--- config.mk ---
export PLATFORM = sky130hd
export DESIGN_NAME = branch_pred_btb_flat
export DESIGN_NICKNAME = d
export VERILOG_FILES = /design/src/rtl/branch_pred_btb_if.sv /design/src/rtl/branch_pred_btb.sv /design/src/flat_wrapper.sv
export SDC_FILE = /design/constraint.sdc
export NUM_CORES = 1
export LEC_CHECK = 0
export CAP_MARGIN = 20
export CELL_PAD_IN_SITES_DETAIL_PLACEMENT = 2
export CELL_PAD_IN_SITES_GLOBAL_PLACEMENT = 2
export CORE_MARGIN = 10
export CORE_UTILIZATION = 25
export CTS_BUF_LIST = sky130_fd_sc_hd__clkbuf_8
export CTS_CLUSTER_SIZE = 20
export DETAILED_ROUTE_END_ITERATION = 16
export PLACE_DENSITY = 0.55
export SYNTH_ARGS = -nofsm -noshare
export SYNTH_HDL_FRONTEND = slang
export SYNTH_SLANG_ARGS = --single-unit
--- constraint.sdc ---
create_clock -name clk -period 4.7 [get_ports clk]
set_clock_uncertainty 0.1 [all_clocks]
set_input_delay 0.705 -clock clk [delete_from_list [all_inputs] [get_ports clk]]
set_output_delay 0.705 -clock clk [all_outputs]
set_load 0.03 [all_outputs]
--- src/rtl/branch_pred_btb_if.sv ---
`default_nettype none
// ============================================================================
//  Module   : branch_pred_btb_if
//  Purpose  : FE lookup / EX update / debug-stat bundle for branch_pred_btb.
//  Revision : 1.0  initial release
// ============================================================================
interface branch_pred_btb_if #(
    parameter int DBITS    = 32,
    parameter int STATBITS = 16
);
    logic [DBITS-1:0]    pc_fe;
    logic [DBITS-1:0]    pcpred_fe;
    logic                predtaken_fe;
    logic                upd_valid;
    logic [DBITS-1:0]    upd_pc;
    logic                upd_taken;
    logic [DBITS-1:0]    upd_target;
    logic                upd_mispred;
    logic                stat_clr;
    logic [STATBITS-1:0] mispred_cnt;

    modport master (
        output pc_fe, upd_valid, upd_pc, upd_taken, upd_target, upd_mispred, stat_clr,
        input  pcpred_fe, predtaken_fe, mispred_cnt
    );

    modport slave (
        input  pc_fe, upd_valid, upd_pc, upd_taken, upd_target, upd_mispred, stat_clr,
        output pcpred_fe, predtaken_fe, mispred_cnt
    );
endinterface
`default_nettype wire

--- src/rtl/branch_pred_btb.sv ---
`default_nettype none
// ============================================================================
//  Module   : branch_pred_btb
//  Purpose  : Direct-mapped BTB with saturating counters and mispredict stat.
//  Revision : 1.0  initial release
// ============================================================================
module branch_pred_btb #(
    parameter int DBITS    = 32,
    parameter int IDXBITS  = 4,
    parameter int CTRBITS  = 2,
    parameter int STATBITS = 16,
    parameter int INSTSIZE = 4
) (
    input wire               clk,
    input wire               reset_n,
    branch_pred_btb_if.slave bus
);
    localparam int c_ENTRIES = 1 << IDXBITS;
    localparam int c_TAGBITS = DBITS - IDXBITS - 2;

    localparam logic [CTRBITS-1:0]  c_CTR_MAX  = {CTRBITS{1'b1}};
    localparam logic [CTRBITS-1:0]  c_CTR_WEAK = CTRBITS'(1) << (CTRBITS - 1);
    localparam logic [STATBITS-1:0] c_STAT_MAX = {STATBITS{1'b1}};
    localparam logic [DBITS-1:0]    c_INC      = DBITS'(INSTSIZE);

    // Only valid bits carry reset; tag/target/ctr are gated by valid.
    logic [c_ENTRIES-1:0] r_valid;
    logic [c_TAGBITS-1:0] r_tag    [c_ENTRIES];
    logic [DBITS-1:0]     r_target [c_ENTRIES];
    logic [CTRBITS-1:0]   r_ctr    [c_ENTRIES];
    logic [STATBITS-1:0]  r_mispred_cnt;

    logic [IDXBITS-1:0]   w_fe_idx;
    logic [c_TAGBITS-1:0] w_fe_tag;
    logic                 w_fe_hit;
    logic                 w_fe_taken;

    logic [IDXBITS-1:0]   w_up_idx;
    logic [c_TAGBITS-1:0] w_up_tag;
    logic                 w_up_hit;
    logic [CTRBITS-1:0]   w_up_ctr;
    logic [CTRBITS-1:0]   w_up_ctr_next;
    logic                 w_unused;

    assign w_unused = ^{bus.pc_fe[1:0], bus.upd_pc[1:0]};

    // Lookup path
    assign w_fe_idx   = bus.pc_fe[IDXBITS+1:2];
    assign w_fe_tag   = bus.pc_fe[DBITS-1:IDXBITS+2];
    assign w_fe_hit   = r_valid[w_fe_idx] && (r_tag[w_fe_idx] == w_fe_tag);
    assign w_fe_taken = w_fe_hit && r_ctr[w_fe_idx][CTRBITS-1];

    assign bus.predtaken_fe = w_fe_taken;
    assign bus.pcpred_fe    = w_fe_taken ? r_target[w_fe_idx] : (bus.pc_fe + c_INC);
    assign bus.mispred_cnt  = r_mispred_cnt;

    // Update path
    assign w_up_idx = bus.upd_pc[IDXBITS+1:2];
    assign w_up_tag = bus.upd_pc[DBITS-1:IDXBITS+2];
    assign w_up_hit = r_valid[w_up_idx] && (r_tag[w_up_idx] == w_up_tag);
    assign w_up_ctr = r_ctr[w_up_idx];

    always_comb begin
        w_up_ctr_next = w_up_ctr;
        if (bus.upd_taken) begin
            if (w_up_ctr != c_CTR_MAX) begin
                w_up_ctr_next = w_up_ctr + CTRBITS'(1);
            end
        end else begin
            if (w_up_ctr != '0) begin
                w_up_ctr_next = w_up_ctr - CTRBITS'(1);
            end
        end
    end

    always_ff @(posedge clk or negedge reset_n) begin
        if (!reset_n) begin
            r_valid <= '0;
        end else if (bus.upd_valid && !w_up_hit && bus.upd_taken) begin
            r_valid[w_up_idx] <= 1'b1;
        end
    end

    // A write landing during reset is harmless: its valid bit stays cleared.
    always_ff @(posedge clk) begin
        if (bus.upd_valid) begin
            if (w_up_hit) begin
                r_ctr[w_up_idx] <= w_up_ctr_next;
                if (bus.upd_taken) begin
                    r_target[w_up_idx] <= bus.upd_target;
                end
            end else if (bus.upd_taken) begin
                r_tag[w_up_idx]    <= w_up_tag;
                r_target[w_up_idx] <= bus.upd_target;
                r_ctr[w_up_idx]    <= c_CTR_WEAK;
            end
        end
    end

    always_ff @(posedge clk or negedge reset_n) begin
        if (!reset_n) begin
            r_mispred_cnt <= '0;
        end else if (bus.stat_clr) begin
            r_mispred_cnt <= '0;
        end else if (bus.upd_valid && bus.upd_mispred && (r_mispred_cnt != c_STAT_MAX)) begin
            r_mispred_cnt <= r_mispred_cnt + STATBITS'(1);
        end
    end
endmodule
`default_nettype wire

--- src/flat_wrapper.sv ---
// flat-port wrapper written by rule: the top's interface ports become plain ports
module branch_pred_btb_flat 
#(
    parameter int DBITS    = 32,
    parameter int IDXBITS  = 4,
    parameter int CTRBITS  = 2,
    parameter int STATBITS = 16,
    parameter int INSTSIZE = 4
)
  (clk, reset_n, bus_pc_fe, bus_upd_valid, bus_upd_pc, bus_upd_taken, bus_upd_target, bus_upd_mispred, bus_stat_clr, bus_pcpred_fe, bus_predtaken_fe, bus_mispred_cnt);
  branch_pred_btb_if #(.DBITS(DBITS), .STATBITS(STATBITS)) bus_i ();
  input wire clk;
  input wire reset_n;
  input wire logic [$bits(bus_i.pc_fe)-1:0] bus_pc_fe;
  input wire logic [$bits(bus_i.upd_valid)-1:0] bus_upd_valid;
  input wire logic [$bits(bus_i.upd_pc)-1:0] bus_upd_pc;
  input wire logic [$bits(bus_i.upd_taken)-1:0] bus_upd_taken;
  input wire logic [$bits(bus_i.upd_target)-1:0] bus_upd_target;
  input wire logic [$bits(bus_i.upd_mispred)-1:0] bus_upd_mispred;
  input wire logic [$bits(bus_i.stat_clr)-1:0] bus_stat_clr;
  output wire logic [$bits(bus_i.pcpred_fe)-1:0] bus_pcpred_fe;
  output wire logic [$bits(bus_i.predtaken_fe)-1:0] bus_predtaken_fe;
  output wire logic [$bits(bus_i.mispred_cnt)-1:0] bus_mispred_cnt;
  assign bus_i.pc_fe = bus_pc_fe;
  assign bus_i.upd_valid = bus_upd_valid;
  assign bus_i.upd_pc = bus_upd_pc;
  assign bus_i.upd_taken = bus_upd_taken;
  assign bus_i.upd_target = bus_upd_target;
  assign bus_i.upd_mispred = bus_upd_mispred;
  assign bus_i.stat_clr = bus_stat_clr;
  assign bus_pcpred_fe = bus_i.pcpred_fe;
  assign bus_predtaken_fe = bus_i.predtaken_fe;
  assign bus_mispred_cnt = bus_i.mispred_cnt;
  branch_pred_btb #(.DBITS(DBITS), .IDXBITS(IDXBITS), .CTRBITS(CTRBITS), .STATBITS(STATBITS), .INSTSIZE(INSTSIZE)) u_core (.clk(clk), .reset_n(reset_n), .bus(bus_i));
endmodule
==> impl_metrics.env, run 1 <==
export IMPL_antenna_left=0
export IMPL_cts_sinks=992
export IMPL_initial_core_util_pct=25.1
export IMPL_grt_overflow_total=0
export IMPL_clk_transition_reported_paths_ns=0.06
export IMPL_avgSynthCellArea_um2=20.0
export IMPL_routed_wl_um=156000
export IMPL_slew_headroom_pct=27.0
export IMPL_synth_edf_count=960
export IMPL_worst_slew_pin_transition_ns=1.10
export IMPL_worstSkewPairLatency_ns=0.91
export IMPL_timing_fmax_mhz=190
export IMPL_num_rows=154
export IMPL_hold_viol_final=0
export IMPL_drtIter0Drc=1941
export IMPL_synthArstFlopShare_pct=3.23
export IMPL_critPathKind="flop to output pin"
export IMPL_finalCritPeriodShare_pct=112
export IMPL_rsz0062_at_grt="true"
export IMPL_violations="negative setup slack"
export IMPL_synthCells=2213
export IMPL_final_nets=2837
export IMPL_maxCapViolations=0
export IMPL_cts_tree="built"
export IMPL_area_growth_pct=25.2
export IMPL_viasPerCell=4.81
export IMPL_drive_above_1_share_pct=37.1
export IMPL_wl_per_cell_um=30.0
export IMPL_core_region_area_um2=176000
export IMPL_vias=25100
export IMPL_h_tree_depth=4
export IMPL_worstPathMaxFanout=11
export IMPL_run_status="complete, but fails checks"
export IMPL_die_h_um=440
export IMPL_synth_cell_types=77
export IMPL_antenna_found_initial=20
export IMPL_synthesis_area_um2=44200
export IMPL_ios=151
export IMPL_grt_pass1_vias=28300
export IMPL_crit_arrival_ns=4.47
export IMPL_io_buffers=148
export IMPL_final_area_um2=55300
export IMPL_cts_root_buf="clkbuf_8"
export IMPL_power_density_nw_per_um2=353
export IMPL_dp_hpwl_um=108000
export IMPL_synth_area_leaders="edfxtp_1, mux4_2, mux2i_1"
export IMPL_grt_pass1_wl_um=221000
export IMPL_synth_nets=2317
export IMPL_endpoint_kind="output pin"
export IMPL_maxSlewViolCount=0
export IMPL_final_setup_worst_slack_ns=-0.574
export IMPL_pre_cts_slack_ns=-0.662
export IMPL_cts_buffers=178
export IMPL_seq_area_um2=29600
export IMPL_fin_crit_ns=5.27
export IMPL_yosysSeqAreaShare_pct=67.1
export IMPL_yosysWarnings=0
export IMPL_yosysTopAreaCell="edfxtp_1"
export IMPL_dieArea_um2=194000
export IMPL_grt_usage_pct=15.9
export IMPL_cp_start_kind="flop"
export IMPL_n_fill_cell=17500
export IMPL_setup_violations=32
export IMPL_gp_congestion=0.864
export IMPL_final_setup_tns_ns=-17.34
export IMPL_required_ns=3.89
export IMPL_synth_top_flop_cell="edfxtp_1"
export IMPL_cts_buffer_depth=3
export IMPL_power_leakage_nw=18.3
export IMPL_ys_ff_latch=992
export IMPL_multi_input_area_um2=14000
export IMPL_die_w_um=440
export IMPL_synth_top_cell_area_share_pct=65.3
export IMPL_grt_max_degree=70
export IMPL_hp_class="input port to asynchronous set/reset pin"
export IMPL_ir_drop_mv=0.279
export IMPL_drc=0
export IMPL_postPlaceCellArea_um2=51700
export IMPL_dr_pass1_iters=5
==> worst max-delay path, stage by stage (launching register included) <==
cell       delay (ns)
edfxtp_1         0.41
mux4_2           0.50
mux4_2           0.60
xnor2_2          0.23
o2111ai_2        0.18
nor4_4           0.25
o2111ai_4        0.18
a2111oi_4        0.41
buf_12           0.19
buf_12           0.16
mux2_4           0.32
buf_12           0.14
==> flip-flops by register name, indices dropped and copies added (netlist names) <==
register	count
u_core.r_valid	16
u_core.r_tag	416
u_core.r_target	512
u_core.bus.mispred_cnt	16
u_core.r_ctr	32
==> per-layer routing <==
layer / global-route usage (%) / up-vias / routed length (µm) / part of all wire (%)
li1: - / 10400 / - / -
met1: 19.7 / 13800 / 65000 / 42
met2: 28.3 / 633 / 81500 / 52
met3: 2.77 / 240 / 5860 / 3.7
met4: 4.37 / 14 / 3910 / 2.5
met5: 0 / - / 90 / 0.058
==> through the flow <==
stage | power (mW) | util (%) | cells | hold slack (ns)
global placement | 11.9 | 29.4 | 4890 | 0.376
CTS | 19.8 | 31.4 | 5211 | 0.256
floorplan | 11.0 | - | 2213 | 0.309
finish | 19.5 | 31.4 | 5215 | 0.323
detailed placement | 12.0 | 29.4 | 4890 | 0.393
global route | 20.2 | 31.4 | 5214 | 0.374
==> what timing repair did <==
item / 4_1_cts / 5_1_grt
endpoints found under the setup margin: 33 / 33
gates resized for setup: 40 / 5
hold buffers: 1 / 0
cloned: 0 / 0
pin swaps: 3 / 3
hold endpoints to repair: 32 / 0
buffers inserted: 7 / 3
==> layout by cell type, fill, tap and decap left out, types with 28 or more instances in the layout <==
master	n
dfrtp_1	32
xnor2_1	54
xor2_1	37
mux2_4	31
clkbuf_8	180
buf_4	252
nand2_1	50
nor2_1	44
buf_6	28
edfxtp_1	960
nand3_1	34
inv_1	91
buf_12	95
mux2i_1	95
mux4_2	375
clkdlybuf4s50_1	106
clkinv_1	42
==> Yosys cell counts (31+ instances only) <==
| master | n |
|---|---|
| nor2_1 | 60 |
| buf_1 | 32 |
| clkbuf_1 | 58 |
| inv_1 | 37 |
| xor2_1 | 39 |
| buf_2 | 31 |
| xnor2_1 | 55 |
| edfxtp_1 | 960 |
| dfrtp_1 | 32 |
| mux4_2 | 374 |
| nand2_1 | 50 |
| nand3_1 | 34 |
| mux2i_1 | 97 |
==> layout make-up <==
class	count	share of cell area, %
clock buffers	179	4.46
clock inverters	138	1.52
diodes	5	0.0226
flip-flops and latches	992	53.6
multi-input cells	1035	25.4
repair buffers	487	9.45
well taps	2340	5.30
inverters	39	0.269
==> path summary, 6_finish.rpt <==
kind | startpoint | endpoint | slack (ns) | cells past startpoint
max | u_core.r_tag[14][14] | bus_pcpred_fe[18] | -0.57 | 11
min | reset_n | u_core.bus.mispred_cnt[15] | 0.32 | 2
max reg2reg | u_core.r_tag[0][12] | u_core.r_ctr[0][0] | 0.63 | 11
min reg2reg | u_core.r_valid[3] | u_core.r_valid[3] | 0.40 | 2
max in group asynchronous | reset_n | u_core.r_valid[12] | 3.66 | 2
min in group clk | u_core.r_valid[3] | u_core.r_valid[3] | 0.40 | 2
==> kinds of logic (layout without fill, tap and decap cells) <==
logic type      after synthesis  after routing  synth area share [%]
simple gates                259            259                  3.01
flops                       992            992                  67.1
compound gates              160            160                  2.88
other cells                   0              5                     0
fa+ha+maj                     3              3                0.0793
buf+inv                     186            843                  2.01
mux                         513            513                  22.8
xor+xnor                    100            100                  2.09
==> power by group <==
| part | switching [mW] | total [mW] | internal, mW | leakage [nW] |
|---|---|---|---|---|
| logic | 1.09 | 1.95 | 0.854 | 7.41 |
| registers | 0.0377 | 9.85 | 9.81 | 9.01 |
| clock network | 3.81 | 7.73 | 3.92 | 1.90 |
No activity file was read; power rests on OpenSTA's default activity.
==> inputs of run 2 (changes only) <==
--- a/config.mk
+++ b/config.mk
@@ -13,7 +13,9 @@
 export CTS_BUF_LIST = sky130_fd_sc_hd__clkbuf_8
 export CTS_CLUSTER_SIZE = 20
 export DETAILED_ROUTE_END_ITERATION = 16
+export GPL_ROUTABILITY_DRIVEN = 0
 export PLACE_DENSITY = 0.55
+export RECOVER_POWER = 25
 export SYNTH_ARGS = -nofsm -noshare
 export SYNTH_HDL_FRONTEND = slang
 export SYNTH_SLANG_ARGS = --single-unit
==> run 2 against run 1 <==
Effect of this change: the flow still finishes with violations (negative setup slack); sequential cell count unchanged; sequential power about the same; clock power about the same; first-iteration DRC count up 2.5%; die area unchanged; sequential share of layout area about the same; worst hold slack better by 0.0025 ns; largest cell class unchanged.
==> impl_metrics.env, run 2 (synthesized netlist as in run 1, its figures left out) <==
export IMPL_busiest_layer="met2"
export IMPL_critPathMostFrequentCell="buf_12"
export IMPL_top_register="u_core.r_target"
export IMPL_cts_tree="built"
export IMPL_maxSlewViolCount=0
export IMPL_cp_depth=11
export IMPL_holdWs_ns=0.326
export IMPL_dieArea_um2=194000
export IMPL_cts_sinks=992
export IMPL_final_setup_tns_ns=-16.62
export IMPL_ff2ff_path_depth=11
export IMPL_grt_use_met1_pct=19.7
export IMPL_power_density_nw_per_um2=353
export IMPL_required_ns=3.89
export IMPL_grt_pass1_vias=28300
export IMPL_io_buffers=148
export IMPL_grt_usage_pct=15.9
export IMPL_drive_above_1_share_pct=36.8
export IMPL_grt_max_degree=70
export IMPL_cpPeakStageDelay_ns=0.60
export IMPL_multi_input_area_um2=14000
export IMPL_drc=0
export IMPL_crit_buf_inv=3
export IMPL_final_nets=2837
export IMPL_pre_cts_slack_ns=-0.662
export IMPL_final_setup_worst_slack_ns=-0.552
export IMPL_die_h_um=440
export IMPL_endpoint_kind="output pin"
export IMPL_ios=151
export IMPL_grt_pass1_wl_um=221000
export IMPL_initial_core_util_pct=25.1
export IMPL_cp_cell_sequence="mux4_2 > mux4_2 > xnor2_2 > o2111ai_2 > nor4_4 > o2111ai_4 > a2111oi_4 > buf_12 > buf_12 > mux2_4 > buf_12"
export IMPL_area_growth_pct=25.1
export IMPL_cts_buffer_depth=3
export IMPL_reg2reg_slack_ns=0.56
export IMPL_routed_wl_um=156000
export IMPL_grtUsageMet2_pct=28.3
export IMPL_finalCritPeriodShare_pct=112
export IMPL_antenna_found_initial=24
export IMPL_ir_drop_mv=0.277
export IMPL_vias=25200
export IMPL_h_tree_depth=4
export IMPL_final_common_cell="edfxtp_1"
export IMPL_worstPathMaxFanout=11
export IMPL_worstSkewPairLatency_ns=0.91
export IMPL_slew_headroom_pct=27.0
export IMPL_wl_per_cell_um=30.0
export IMPL_power_leakage_nw=18.3
export IMPL_dp_hpwl_um=108000
export IMPL_die_w_um=440
export IMPL_fin_crit_ns=5.25
export IMPL_crit_arrival_ns=4.45
export IMPL_n_fill_cell=17500
export IMPL_cp_start_kind="flop"
export IMPL_postPlaceCellArea_um2=51700
export IMPL_num_rows=154
export IMPL_violations="negative setup slack"
export IMPL_top_regs="u_core.r_target (512), u_core.r_tag (416), u_core.r_ctr (32)"
export IMPL_slowest_stage="mux4_2"
export IMPL_run_status="complete, but fails checks"
export IMPL_rsz0062_at_grt="true"
export IMPL_critPathKind="flop to output pin"
export IMPL_worst_slew_pin_transition_ns=1.09
export IMPL_hold_viol_final=0
export IMPL_r2r_start="u_core.r_tag[0][12]"
export IMPL_final_area_um2=55300
export IMPL_largest_register_ffs=512
export IMPL_maxCapViolations=0
export IMPL_core_region_area_um2=176000
export IMPL_grtUsageMet3_pct=2.77
export IMPL_cts_buffers=178
export IMPL_stdcell_count=5221
export IMPL_viasPerCell=4.82
export IMPL_hp_class="input port to asynchronous set/reset pin"
export IMPL_seq_area_um2=29600
export IMPL_grt_overflow_total=0
export IMPL_rr_endpoint="u_core.r_ctr[1][0]"
export IMPL_final_cell_mix="edfxtp_1, mux4_2, buf_4"
export IMPL_dr_pass1_iters=5
export IMPL_critPathTopFamily="multiplexers"
export IMPL_cts_root_buf="clkbuf_8"
export IMPL_antenna_left=0
export IMPL_dp_cells=4890
export IMPL_setup_violations=32
export IMPL_drtIter0Drc=1989
export IMPL_clk_transition_reported_paths_ns=0.06
export IMPL_timing_fmax_mhz=190
## run 2: cell types whose count changed in the layout (fill, tap and decap cells not counted), sizes merged
cell           previous run  this run
dlygate4sd3               1        39
buf                     379       368
clkbuf                  180       191
diode                     5        11
clkdlybuf4s50           106        68
## run 2: cell type report
type	count	area share [%]
Sequential cell	992	53.6
Multi-Input combinational cell	1035	25.4
Timing Repair Buffer	487	9.38
Tap cell	2340	5.30
Clock buffer	179	4.46
Clock inverter	138	1.52
Inverter	39	0.269
Antenna cell	11	0.0498
## run 2: worst register-to-register path, cell delays in order (launching register included)
cell and delay [ns]:
edfxtp_1 0.41, mux4_2 0.49, mux2i_1 0.16, buf_4 0.13, xnor2_1 0.07, nor3_1 0.68
o2111ai_1 0.24, or4_1 0.59, nor4_4 0.29, buf_12 0.20, buf_12 0.16, o2111a_1 0.28
## run 2: worst max-delay path by stage
| stage | start | end | slack [ns] |
|---|---|---|---|
| 2_1_floorplan | bus_upd_pc[2] | u_core.r_tag[11][0] | -0.17 |
| 3_3_place_gp | bus_pc_fe[2] | bus_pcpred_fe[31] | -0.64 |
| 3_5_place_dp | bus_pc_fe[2] | bus_pcpred_fe[31] | -0.66 |
| 4_1_cts | u_core.r_tag[11][8] | bus_pcpred_fe[18] | -0.68 |
| 5_1_grt | u_core.r_tag[13][14] | bus_pcpred_fe[18] | -0.73 |
| 6_report | u_core.r_tag[14][14] | bus_pcpred_fe[18] | -0.55 |
## run 2: power breakdown
group          internal (mW)  switching [mW]  total, mW
registers               9.81          0.0379       9.85
clock network           3.92            3.82       7.73
logic                  0.844            1.09       1.94
total                   14.6            4.94       19.5
## run 2: stage by stage
| step | util (%) | total power, mW |
|---|---|---|
| after floorplan | - | 11.0 |
| final | 31.4 | 19.5 |
| after CTS | 31.4 | 19.8 |
| after global routing | 31.4 | 20.2 |
| after detailed placement | 29.4 | 12.0 |
| after global placement | 29.4 | 11.9 |
## run 2: what timing repair did
item / in CTS / in global routing
hold endpoints to repair: 32 / 0
pin swaps: 3 / 3
hold buffers: 1 / 0
resized for setup: 40 / 5
endpoints found under the setup margin: 33 / 33
setup buffers: 7 / 3
## run 2: routing by layer
metal	vias to the layer above	wire, µm
li1	10400	-
met1	13800	64400
met2	663	81700
met3	230	6570
met4	12	3730
met5	-	83
==> inputs of run 3 (changes only) <==
--- a/config.mk
+++ b/config.mk
@@ -8,7 +8,6 @@
 export CAP_MARGIN = 20
 export CELL_PAD_IN_SITES_DETAIL_PLACEMENT = 2
 export CELL_PAD_IN_SITES_GLOBAL_PLACEMENT = 2
-export CORE_MARGIN = 10
 export CORE_UTILIZATION = 25
 export CTS_BUF_LIST = sky130_fd_sc_hd__clkbuf_8
 export CTS_CLUSTER_SIZE = 20
@@ -16,6 +15,7 @@
 export GPL_ROUTABILITY_DRIVEN = 0
 export PLACE_DENSITY = 0.55
 export RECOVER_POWER = 25
+export SETUP_SLACK_MARGIN = 0.05
 export SYNTH_ARGS = -nofsm -noshare
 export SYNTH_HDL_FRONTEND = slang
 export SYNTH_SLANG_ARGS = --single-unit
==> run 3 against run 2 <==
Effect of this change: the run still ends with negative setup slack left; sequential cell count unchanged; highest routed layer unchanged; fmax down 4.8%; combinational power about the same; worst hold slack better by 0.055 ns; setup slack worse by 0.27 ns.
==> impl_metrics.env, run 3 (synthesized netlist as in run 1, its figures left out) <==
export IMPL_run_status="complete, but fails checks"
export IMPL_violations="negative setup slack"
export IMPL_final_common_cell="edfxtp_1"
export IMPL_cts_buffer_depth=3
export IMPL_die_h_um=422
export IMPL_grt_pass1_wl_um=219000
export IMPL_dp_cells=4866
export IMPL_worst_slew_pin_transition_ns=1.02
export IMPL_slew_headroom_pct=31.2
export IMPL_cp_cell_sequence="mux4_2 > mux4_2 > xnor2_4 > o2111ai_4 > nor4_4 > o2111ai_2 > a2111oi_4 > buf_12 > buf_12 > mux2_4 > buf_6"
export IMPL_rsz0062_at_grt="true"
export IMPL_required_ns=3.89
export IMPL_num_rows=153
export IMPL_worstSkewPairLatency_ns=0.90
export IMPL_rr_endpoint="u_core.r_tag[4][12]"
export IMPL_die_w_um=422
export IMPL_drtIter0Drc=1865
export IMPL_crit_arrival_ns=4.71
export IMPL_cpPeakStageDelay_ns=0.66
export IMPL_final_area_um2=55100
export IMPL_hold_viol_final=0
export IMPL_endpoint_kind="output pin"
export IMPL_fin_crit_ns=5.52
export IMPL_routed_wl_um=156000
export IMPL_viasPerCell=4.84
export IMPL_drive_above_1_share_pct=37.0
export IMPL_stdcell_count=5201
export IMPL_met3WireLength_um=6050
export IMPL_dieArea_um2=178000
export IMPL_hp_class="input port to asynchronous set/reset pin"
export IMPL_largest_register_ffs=512
export IMPL_maxCapViolations=0
export IMPL_pre_cts_slack_ns=-0.786
export IMPL_reg2reg_slack_ns=0.71
export IMPL_power_leakage_nw=18.3
export IMPL_final_setup_worst_slack_ns=-0.818
export IMPL_cp_depth=11
export IMPL_cp_start_kind="flop"
export IMPL_initial_core_util_pct=25.3
export IMPL_cts_buffers=176
export IMPL_top_register="u_core.r_target"
export IMPL_timing_fmax_mhz=181
export IMPL_crit_buf_inv=3
export IMPL_routed_wl_met2_um=80100
export IMPL_antenna_found_initial=17
export IMPL_ios=151
export IMPL_top_layer="met5"
export IMPL_grt_usage_pct=17.4
export IMPL_grt_max_degree=73
export IMPL_wl_met1_um=65700
export IMPL_area_growth_pct=24.9
export IMPL_final_cell_mix="edfxtp_1, mux4_2, buf_4"
export IMPL_wl_per_cell_um=30.0
export IMPL_grt_pass1_vias=28100
export IMPL_critPathKind="flop to output pin"
export IMPL_seq_area_um2=29600
export IMPL_core_region_area_um2=175000
export IMPL_critPathTopFamily="multiplexers"
export IMPL_ir_drop_mv=0.214
export IMPL_vias=25200
export IMPL_dp_hpwl_um=104000
export IMPL_power_density_nw_per_um2=353
export IMPL_postPlaceCellArea_um2=51400
export IMPL_ff2ff_path_depth=11
export IMPL_multi_input_area_um2=14100
export IMPL_h_tree_depth=4
export IMPL_clk_transition_reported_paths_ns=0.06
export IMPL_dr_pass1_iters=5
export IMPL_worstPathMaxFanout=8
export IMPL_r2r_start="u_core.r_tag[6][13]"
export IMPL_top_regs="u_core.r_target (512), u_core.r_tag (416), u_core.r_ctr (32)"
export IMPL_antenna_left=0
export IMPL_grt_overflow_total=0
export IMPL_cts_root_buf="clkbuf_8"
export IMPL_n_fill_cell=17500
export IMPL_final_nets=2840
export IMPL_setup_violations=33
export IMPL_drc=0
export IMPL_cts_sinks=992
export IMPL_slowest_stage="mux4_2"
export IMPL_finalCritPeriodShare_pct=117
export IMPL_cts_tree="built"
export IMPL_maxSlewViolCount=0
export IMPL_io_buffers=148
run 3: changes by cell type in the layout (fill, tap and decap cells not counted), sizes merged:
cell	previous run	this run
clkbuf	191	200
diode	11	2
inv	101	93
clkdlybuf4s50	68	71
clkinv	69	66
clkinvlp	1	4
dlygate4sd3	39	36
buf	368	370
bufbuf	0	1
run 3: stage by stage:
step	util (%)	setup TNS, ns	hold slack, ns	total power, mW
6_report	31.6	-25.17	0.381	19.5
5_1_grt	31.6	-30.92	0.364	20.2
4_1_cts	31.5	-28.75	0.321	19.8
3_5_place_dp	29.5	-66.41	0.383	12.0
3_3_place_gp	29.5	-47.66	0.372	11.9
2_1_floorplan	-	-42.95	0.309	11.0
run 3: worst max-delay path by stage:
stage / startpoint / to
final: u_core.r_tag[9][14] / bus_pcpred_fe[9]
after CTS: u_core.r_tag[15][14] / bus_pcpred_fe[8]
after global routing: u_core.r_tag[15][14] / bus_pcpred_fe[8]
after floorplan: bus_upd_pc[2] / u_core.r_tag[11][0]
after detailed placement: bus_pc_fe[2] / bus_predtaken_fe
after global placement: bus_pc_fe[2] / bus_predtaken_fe
run 3: metal layers:
metal	global-route usage, %	up-vias
met4	4.98	12
li1	-	10400
met1	22.1	13800
met2	30.4	670
met3	2.69	237
met5	0	-
run 3: cell type report:
cell class                      instances  share of cell area [%]
Multi-Input combinational cell       1035                    25.6
Clock buffer                          186                    4.64
Inverter                               39                   0.270
Tap cell                             2325                    5.28
Antenna cell                            2                 0.00908
Sequential cell                       992                    53.7
Clock inverter                        130                    1.33
Timing Repair Buffer                  492                    9.17
run 3: power breakdown:
part           internal, mW  switching [mW]
Sequential             9.82          0.0374
Clock                  3.98            3.69
Combinational         0.853            1.09
run 3: timing repair:
item / CTS / global route
gates cloned: 1 / 0
buffers inserted: 3 / 13
resized for setup: 42 / 16
hold buffers: 1 / 0
pin swaps: 4 / 6
hold endpoints to repair: 32 / 0
endpoints found under the setup margin: 33 / 33
